===== src/rtl/traffic_light_monitor_if.sv =====
// Light-bus monitor interface: controller-side inputs plus monitor status outputs.
interface traffic_light_monitor_if #(
  parameter int unsigned CNT_W = 8
);
  logic             en;
  logic             clear;
  logic [2:0]       light_in;
  logic             fault;
  logic [3:0]       fault_flags;
  logic [1:0]       first_fault;
  logic [1:0]       obs_state;
  logic [CNT_W-1:0] dwell;
  logic [15:0]      cycle_cnt;

  // Side that drives the light bus and control, and reads status.
  modport master (
    output en, clear, light_in,
    input  fault, fault_flags, first_fault, obs_state, dwell, cycle_cnt
  );

  // Monitor side.
  modport slave (
    input  en, clear, light_in,
    output fault, fault_flags, first_fault, obs_state, dwell, cycle_cnt
  );
endinterface


===== src/rtl/traffic_light_monitor.sv =====
// Passive checker for the one-hot traffic light bus: tracks RED->GREEN->YELLOW,
// per-state dwell, sticky fault flags and completed light cycles.
module traffic_light_monitor #(
  parameter int unsigned CNT_W      = 8,
  parameter int unsigned MIN_RED    = 1,
  parameter int unsigned MIN_GREEN  = 1,
  parameter int unsigned MIN_YELLOW = 1,
  parameter int unsigned MAX_DWELL  = 16
) (
  input logic                    clk,
  input logic                    rst_n,
  traffic_light_monitor_if.slave mon
);

  typedef enum logic [1:0] {
    ST_SYNC   = 2'd0,
    ST_RED    = 2'd1,
    ST_GREEN  = 2'd2,
    ST_YELLOW = 2'd3
  } state_e;

  localparam logic [2:0]       L_RED     = 3'b001;
  localparam logic [2:0]       L_GREEN   = 3'b010;
  localparam logic [2:0]       L_YELLOW  = 3'b100;
  localparam logic [CNT_W-1:0] DWELL_SAT = '1;
  localparam logic [15:0]      CYC_SAT   = 16'hFFFF;

  state_e           state_q, state_d;
  logic [CNT_W-1:0] dwell_q, dwell_d;
  logic [15:0]      cyc_q, cyc_d;
  logic [3:0]       flags_q, flags_d;
  logic [1:0]       first_q, first_d;
  logic             fault_q, fault_d;

  logic             illegal;
  logic [2:0]       cur_light;
  logic [2:0]       succ_light;
  state_e           succ_state;
  logic [CNT_W-1:0] min_dwell;
  logic [3:0]       set_flags;
  logic [3:0]       base_flags;
  logic [1:0]       base_first;

  assign illegal = (mon.light_in != L_RED) && (mon.light_in != L_GREEN) &&
                   (mon.light_in != L_YELLOW);

  // Per-state expected light, legal successor and minimum dwell.
  always_comb begin
    cur_light  = L_RED;
    succ_light = L_GREEN;
    succ_state = ST_GREEN;
    min_dwell  = CNT_W'(MIN_RED);
    case (state_q)
      ST_GREEN: begin
        cur_light  = L_GREEN;
        succ_light = L_YELLOW;
        succ_state = ST_YELLOW;
        min_dwell  = CNT_W'(MIN_GREEN);
      end
      ST_YELLOW: begin
        cur_light  = L_YELLOW;
        succ_light = L_RED;
        succ_state = ST_RED;
        min_dwell  = CNT_W'(MIN_YELLOW);
      end
      default: ;
    endcase
  end

  // Next-state tracking, fault detection and sticky flag update.
  always_comb begin
    state_d   = state_q;
    dwell_d   = dwell_q;
    cyc_d     = cyc_q;
    set_flags = 4'b0000;

    if (!mon.en) begin
      state_d = ST_SYNC;
      dwell_d = '0;
    end else if (state_q == ST_SYNC) begin
      if (illegal) begin
        set_flags[0] = 1'b1;
      end else if (mon.light_in == L_RED) begin
        state_d = ST_RED;
        dwell_d = CNT_W'(1);
      end
    end else if (illegal) begin
      set_flags[0] = 1'b1;
      state_d      = ST_SYNC;
      dwell_d      = '0;
    end else if (mon.light_in == cur_light) begin
      if (dwell_q == CNT_W'(MAX_DWELL)) set_flags[3] = 1'b1;
      if (dwell_q != DWELL_SAT) dwell_d = dwell_q + CNT_W'(1);
    end else if (mon.light_in == succ_light) begin
      if (dwell_q < min_dwell) set_flags[2] = 1'b1;
      state_d = succ_state;
      dwell_d = CNT_W'(1);
      if (state_q == ST_YELLOW && cyc_q != CYC_SAT) cyc_d = cyc_q + 16'd1;
    end else begin
      set_flags[1] = 1'b1;
      state_d      = ST_SYNC;
      dwell_d      = '0;
    end

    // Clear applies first so a same-cycle fault lands on a clean slate.
    base_flags = mon.clear ? 4'b0000 : flags_q;
    base_first = mon.clear ? 2'd0 : first_q;
    flags_d    = base_flags | set_flags;
    first_d    = base_first;
    if (base_flags == 4'b0000 && set_flags != 4'b0000) begin
      if (set_flags[0])      first_d = 2'd0;
      else if (set_flags[1]) first_d = 2'd1;
      else if (set_flags[2]) first_d = 2'd2;
      else                   first_d = 2'd3;
    end
    fault_d = |flags_d;
  end

  // State and status registers.
  always_ff @(posedge clk or negedge rst_n) begin
    if (!rst_n) begin
      state_q <= ST_SYNC;
      dwell_q <= '0;
      cyc_q   <= '0;
      flags_q <= '0;
      first_q <= '0;
      fault_q <= 1'b0;
    end else begin
      state_q <= state_d;
      dwell_q <= dwell_d;
      cyc_q   <= cyc_d;
      flags_q <= flags_d;
      first_q <= first_d;
      fault_q <= fault_d;
    end
  end

  assign mon.obs_state   = 2'(state_q);
  assign mon.dwell       = dwell_q;
  assign mon.cycle_cnt   = cyc_q;
  assign mon.fault_flags = flags_q;
  assign mon.first_fault = first_q;
  assign mon.fault       = fault_q;

endmodule

===== src/flat_wrapper.sv =====
// flat-port wrapper written by rule: the top's interface ports become plain ports
module traffic_light_monitor_flat 
#(
  parameter int unsigned CNT_W      = 8,
  parameter int unsigned MIN_RED    = 1,
  parameter int unsigned MIN_GREEN  = 1,
  parameter int unsigned MIN_YELLOW = 1,
  parameter int unsigned MAX_DWELL  = 16
)
  (clk, rst_n, mon_en, mon_clear, mon_light_in, mon_fault, mon_fault_flags, mon_first_fault, mon_obs_state, mon_dwell, mon_cycle_cnt);
  traffic_light_monitor_if #(.CNT_W(CNT_W)) mon_i ();
  input logic clk;
  input logic rst_n;
  input wire logic [$bits(mon_i.en)-1:0] mon_en;
  input wire logic [$bits(mon_i.clear)-1:0] mon_clear;
  input wire logic [$bits(mon_i.light_in)-1:0] mon_light_in;
  output wire logic [$bits(mon_i.fault)-1:0] mon_fault;
  output wire logic [$bits(mon_i.fault_flags)-1:0] mon_fault_flags;
  output wire logic [$bits(mon_i.first_fault)-1:0] mon_first_fault;
  output wire logic [$bits(mon_i.obs_state)-1:0] mon_obs_state;
  output wire logic [$bits(mon_i.dwell)-1:0] mon_dwell;
  output wire logic [$bits(mon_i.cycle_cnt)-1:0] mon_cycle_cnt;
  assign mon_i.en = mon_en;
  assign mon_i.clear = mon_clear;
  assign mon_i.light_in = mon_light_in;
  assign mon_fault = mon_i.fault;
  assign mon_fault_flags = mon_i.fault_flags;
  assign mon_first_fault = mon_i.first_fault;
  assign mon_obs_state = mon_i.obs_state;
  assign mon_dwell = mon_i.dwell;
  assign mon_cycle_cnt = mon_i.cycle_cnt;
  traffic_light_monitor #(.CNT_W(CNT_W), .MIN_RED(MIN_RED), .MIN_GREEN(MIN_GREEN), .MIN_YELLOW(MIN_YELLOW), .MAX_DWELL(MAX_DWELL)) u_core (.clk(clk), .rst_n(rst_n), .mon(mon_i));
endmodule

===== config.mk =====
export PLATFORM = sky130hd
export DESIGN_NAME = traffic_light_monitor_flat
export DESIGN_NICKNAME = d
export VERILOG_FILES = /design/src/rtl/traffic_light_monitor_if.sv /design/src/rtl/traffic_light_monitor.sv /design/src/flat_wrapper.sv
export SDC_FILE = /design/constraint.sdc
export NUM_CORES = 1
export LEC_CHECK = 0
export ABC_CLOCK_PERIOD_IN_PS = 1700
export BUFFER_PORTS_ARGS = -buffer_cell sky130_fd_sc_hd__buf_2
export CAP_MARGIN = 20
export CORE_AREA = 4 4 71 73
export DETAILED_ROUTE_END_ITERATION = 10
export DIE_AREA = 0 0 75 77
export PLACE_DENSITY = 0.86
export SKIP_CTS_REPAIR_TIMING = 1
export SYNTH_ARGS = -nofsm -noshare
export SYNTH_HDL_FRONTEND = slang
export SYNTH_SLANG_ARGS = --single-unit

===== constraint.sdc =====
create_clock -name clk -period 1.7 [get_ports clk]
set_input_delay 0.34 -clock clk [delete_from_list [all_inputs] [get_ports clk]]
set_output_delay 0.34 -clock clk [all_outputs]
set_load 0.01 [all_outputs]

## Word-level counts from Yosys, hierarchy flattened

Index checks and enable logic that the tools add are counted.

| word-level totals | value |
|---|---|
| register bits after elaboration | 33 |
| output and inout port bits | 33 |
| input port bits | 7 |
| word-level logic and storage cells | 74 |

| operators by class | value |
|---|---|
| $add $sub $neg | 2 |
| multiplexer cells | 34 |
| $lt $le $gt $ge | 1 |
| bitwise logic cells | 4 |
| eq/ne operators | 15 |
| reduce and logical (&&, ||, !) cells | 12 |

Operators with widths:

| cell | count |
|---|---|
| $mux W8 | 7 |
| $mux W2 | 12 |
| $add A16 B1 Y16 const B | 1 |
| $ne A16 B16 Y1 const B | 1 |
| $pmux W3 S2 | 2 |
| $ne A3 B3 Y1 const B | 3 |
| $add A8 B1 Y8 const B | 1 |
| $eq A8 B5 Y1 const B | 1 |
| $lt A8 B1 Y1 const B | 1 |
| $mux W1 | 8 |
| $mux W4 | 2 |
| $ne A8 B8 Y1 const B | 1 |
| $eq A3 B3 Y1 | 2 |
| $mux W3 | 2 |
| $reduce_and A3 Y1 | 2 |
| $reduce_and A6 Y1 | 1 |
| $ne A5 B3 Y1 const B | 1 |
| $eq A2 B2 Y1 const B | 2 |
| $logic_and A1 B1 Y1 | 4 |
| $logic_not A4 Y1 | 1 |
| $ne A4 B2 Y1 const B | 1 |
| $or A4 B4 Y4 | 1 |
| $pmux W2 S2 | 1 |
| $reduce_bool A4 Y1 | 1 |
| 7 further kinds | 9 |

## Depth between registers and ports, before layout

| logic depth | value |
|---|---|
| word-level depth | 12 |
| mapped depth | 7 |
| mapped depth without buffers | 7 |

## Least setup slack after synthesis

No wires, ideal clock.

| path | value |
|---|---|
| path kind | flip-flop to flip-flop |
| start point | register u_core.dwell_q[0] (netlist: u_core.mon.dwell[0]) |
| end point | register u_core.dwell_q[3] (netlist: u_core.mon.dwell[3]) |
| cell stages (with the launch flop) | 8 |
| setup time | 0.084 ns |
| arrival | 1.732 ns |
| clock period less this slack | 1.816 ns |
| data required time | 1.616 ns |
| path slack | -0.116 ns |
| buffers on the path | 1 |
| cell sequence | dfrtp_1 > ha_1 > and3_1 > nand3_1 > o32ai_2 > buf_2 > or3_1 > a21boi_0 |

| on the way | value |
|---|---|
| longest elaborated chain between the ends | 6 |
| elaborated cells on any way between the ends | 9 |
| classes of those cells | add/sub (1); eq/ne (2); mux (5); reduce/logical (1) |

Ends and longest elaborated chain:

| item | RTL line | source |
|---|---|---|
| from (decl) | traffic_light_monitor.sv:29 | `logic [CNT_W-1:0] dwell_q, dwell_d;` |
| from (signal assigned) | traffic_light_monitor.sv:130 | `dwell_q <= dwell_d;` |
| $add A8 B1 Y8 | traffic_light_monitor.sv:93 | `if (dwell_q != DWELL_SAT) dwell_d = dwell_q + CNT_W'(1);` |
| $mux W8 | traffic_light_monitor.sv:93 |  |
| $mux W8 | traffic_light_monitor.sv:91 | `end else if (mon.light_in == cur_light) begin` |
| $mux W8 | traffic_light_monitor.sv:87 | `end else if (illegal) begin` |
| $mux W8 | traffic_light_monitor.sv:80 | `end else if (state_q == ST_SYNC) begin` |
| $mux W8 | traffic_light_monitor.sv:77 | `if (!mon.en) begin` |

Parallel ways exist; a longest one is shown, timed or not. The select of a mux whose other input is x is not followed.
A chain may end at the register's enable or synchronous reset.

## Final worst setup path

| path | value |
|---|---|
| start point | register u_core.state_q[0] (netlist: u_core.mon.obs_state[0]) |
| end point | register u_core.dwell_q[6] (netlist: u_core.mon.dwell[6]) |

| on the way | value |
|---|---|
| longest elaborated chain between the ends | 7 |
| elaborated cells on any way between the ends | 13 |
| classes of those cells | eq/ne (6); mux (5); reduce/logical (2) |

Ends and longest elaborated chain:

| item | RTL line | source |
|---|---|---|
| from (decl) | traffic_light_monitor.sv:28 | `state_e state_q, state_d;` |
| from (signal assigned) | traffic_light_monitor.sv:129 | `state_q <= state_d;` |
| $eq A2 B2 Y1 | traffic_light_monitor.sv:53 | `case (state_q)` |
| $pmux W3 S2 | traffic_light_monitor.sv:53 |  |
| $eq A3 B3 Y1 | traffic_light_monitor.sv:91 |  |
| $mux W8 | traffic_light_monitor.sv:91 |  |
| $mux W8 | traffic_light_monitor.sv:87 |  |
| $mux W8 | traffic_light_monitor.sv:80 |  |
| $mux W8 | traffic_light_monitor.sv:77 |  |

Parallel ways exist; a longest one is shown, timed or not.

==> results.txt <==
Status -> complete, but fails checks
Violated checks -> setup timing
CTS tree -> built
Vias in the first global route -> 2073
R2r worst-path depth -> 6
Detailed-router iteration count before antenna repair -> 4
CP Max Fanout -> 6
Reg-to-Reg Start -> u_core.mon.obs_state[0]
Clock slew at reported path FFs -> 0.07 ns
Root Driver -> clkbuf_8
Final Critical Period -> 1.84 ns
Mapped Area -> 0.00217 mm2
P_sw -> 0.459 mW
Required @ worst endpoint -> 1.87 ns
Count leader, synth -> dfrtp_1
Cell Count, Final, Fillers Out -> 374
Global-route wire length before repair -> 9390 um
GRT Residual Overflow -> 0
Post-route ant nets -> 0
Combinational Power Share -> 15.2%
Commonest cells in the netlist -> dfrtp_1 (33), nand2_1 (19), nor2_1 (15)
RSZ-0062 raised after global routing -> true
Syn_area_per_cell -> 9.35 um2
# setup viols final -> 6
Layout cell share with drive strength beyond 1 -> 46.3%
CP startpoint kind -> register
Flop and latch count out of synthesis -> 33
Area delta synth->final -> 44.1%
PnR worst setup slack -> -0.137 ns
DR vias/cell -> 5.97
Clk pwr share -> 41.4%
TritonCTS buffer count -> 5
CP Class -> reg -> reg
Largest family of logic cells by synthesized area -> simple AND/OR/NAND/NOR gates
DIE HEIGHT -> 77 um
Initial antenna violation count -> 0
Post-synthesis compound-gate area fraction -> 17.8%
Syn. warnings -> 0
Post-synth EDFFs -> 0
Sw frac -> 24.6%
Hold Path Class -> in -> async
Worst-Margin Slew -> 0.662 ns
H-Tree Level Count -> 2
Max capacitance violation total -> 0
Top FF cell, synth -> dfrtp_1
Reg2reg end -> u_core.mon.dwell[6]
Area leader, netlist -> dfrtp_1
Worst-Skew Late Latency -> 0.28 ns
R2r setup slk -> -0.14 ns
DRT Wirelength -> 6560 um
Top Ports -> 40
Ys async rst share -> 100%
Clk_skew -> 0.00493 ns
Post-synthesis simple-gate area fraction -> 27.6%
Sequential element share of the synthesized area -> 38.1%
Synth Area in XOR/XNOR -> 6.06%
Part of the power in registers -> 43.4%
ANT cells -> 0
Synth area leaders -> dfrtp_1 (38%), xnor2_1 (3.6%), nand2_1 (3.3%)
Mux cell area share after synthesis -> 2.60%
Slew headroom -> 55.3%
Hpwl dp -> 4090 um
Post-route cell area -> 0.00313 mm2
Port buffer count -> 39
Rows -> 24
Post-synthesis instance total -> 232
Largest net degree at the start of global routing -> 34
Clock Path Buffers -> 2
Placed instance count -> 356
Unique masters post-synth -> 62
Die Width -> 75 um
Die ar. -> 0.00578 mm2
DRC Markers -> 0
Period utilization -> 108%
Total Routing Usage GR -> 20.5%
Adder-cell share of the synthesized area -> 1.73%
Fmax -> 544 MHz
Pre-CTS setup slack -> -0.165 ns
Top cell type's share of synthesized area -> 38.1%
# clock sinks -> 33
Via Count -> 2231
Pwr Density -> 596 mW/mm2
Routed wire per std cell -> 17.5 um
CP endpoint kind -> register
Hold Violations, Final -> 0
Slew Limit Fails -> 0
Final Util -> 71.8%
Routability congestion estimate -> 0.899
Final Power -> 1.86 mW
Dpl cell area -> 0.00272 mm2
Syn_nets -> 242
Initial Util -> 49.8%
VDD IR-drop max -> 499 uV
Final net count -> 331
Initial drt markers -> 164
CP Data Arrival Time -> 2.01 ns
Internal Power -> 1.41 mW
Core area -> 0.00435 mm2
Leak -> 1.47 nW
logic make-up (layout without fill, tap and decap cells):
logic type,after synthesis,in the layout
flops,33,33
xor+xnor,15,15
fa+ha+maj,3,3
buf+inv,24,113
mux,5,5
simple gates,99,99
compound gates,53,54
critical path, stage by stage, from the launching register on:
cell and delay, ns:
dfrtp_2 0.47, buf_6 0.16, and3b_1 0.18, o211ai_1 0.35, a21oi_4 0.14, a22o_1 0.22, a22o_1 0.21
sequential cells by signal (all words and copies together) (netlist names):
| signal | cells |
|---|---|
| u_core.mon.cycle_cnt | 16 |
| u_core.mon.fault_flags | 4 |
| u_core.mon.fault | 1 |
| u_core.mon.dwell | 8 |
| u_core.mon.obs_state | 2 |
| u_core.mon.first_fault | 2 |
metal layers:
layer	up-vias	share of wire, %	track usage [%]
met2	79	50	31.5
li1	1038	-	-
met5	-	0	0
met1	1097	43	27.6
met3	17	5.4	5.10
met4	0	1.8	7.65
final cells by class:
| type | count | area, um2 |
|---|---|---|
| flip-flops and latches | 33 | 831 |
| clock inverters | 1 | 30.0 |
| fillers | 300 | 1230 |
| multi-input cells | 176 | 1430 |
| inverters | 10 | 37.5 |
| well taps | 52 | 65.1 |
| repair buffers | 95 | 651 |
| clock buffers | 7 | 86.3 |
metrics by stage:
stage	hold slack [ns]	TNS [ns]
final	0.000314	-0.192
after global routing	0.00444	-0.703
after CTS	0.00461	-0.414
after detailed placement	0.311	-1.14
after global placement	0.306	-0.695
after floorplan	0.0444	-0.0216
how the worst max path moves through the flow:
| stage | start | slack [ns] | end |
|---|---|---|---|
| after global placement | mon_light_in[0] | -0.14 | u_core.mon.first_fault[0] |
| after CTS | u_core.mon.dwell[0] | -0.13 | u_core.mon.first_fault[0] |
| after detailed placement | mon_light_in[0] | -0.16 | u_core.mon.first_fault[0] |
| final | u_core.mon.obs_state[0] | -0.14 | u_core.mon.dwell[6] |
| after floorplan | u_core.mon.cycle_cnt[0] | -0.02 | u_core.mon.cycle_cnt[1] |
| after global routing | u_core.mon.obs_state[0] | -0.18 | u_core.mon.dwell[6] |
power by group through the flow:
stage	sequential, mW	clock, mW	combinational, mW
2_1_floorplan	0.829	0	0.119
3_3_place_gp	0.823	0	0.214
3_5_place_dp	0.824	0	0.219
4_1_cts	0.809	0.778	0.220
5_1_grt	0.810	0.822	0.305
6_report	0.810	0.772	0.283
placed cells by master (no fill, tap or decap), drive strengths merged, types with 8 or more instances in the layout:
| cell | instances |
|---|---|
| dfrtp | 33 |
| buf | 95 |
| nand3 | 13 |
| o21ai | 12 |
| nor2 | 15 |
| nand2 | 19 |
| xnor2 | 9 |
| inv | 10 |
| a21oi | 8 |
Note: power is estimated with default switching activity, not from simulation.
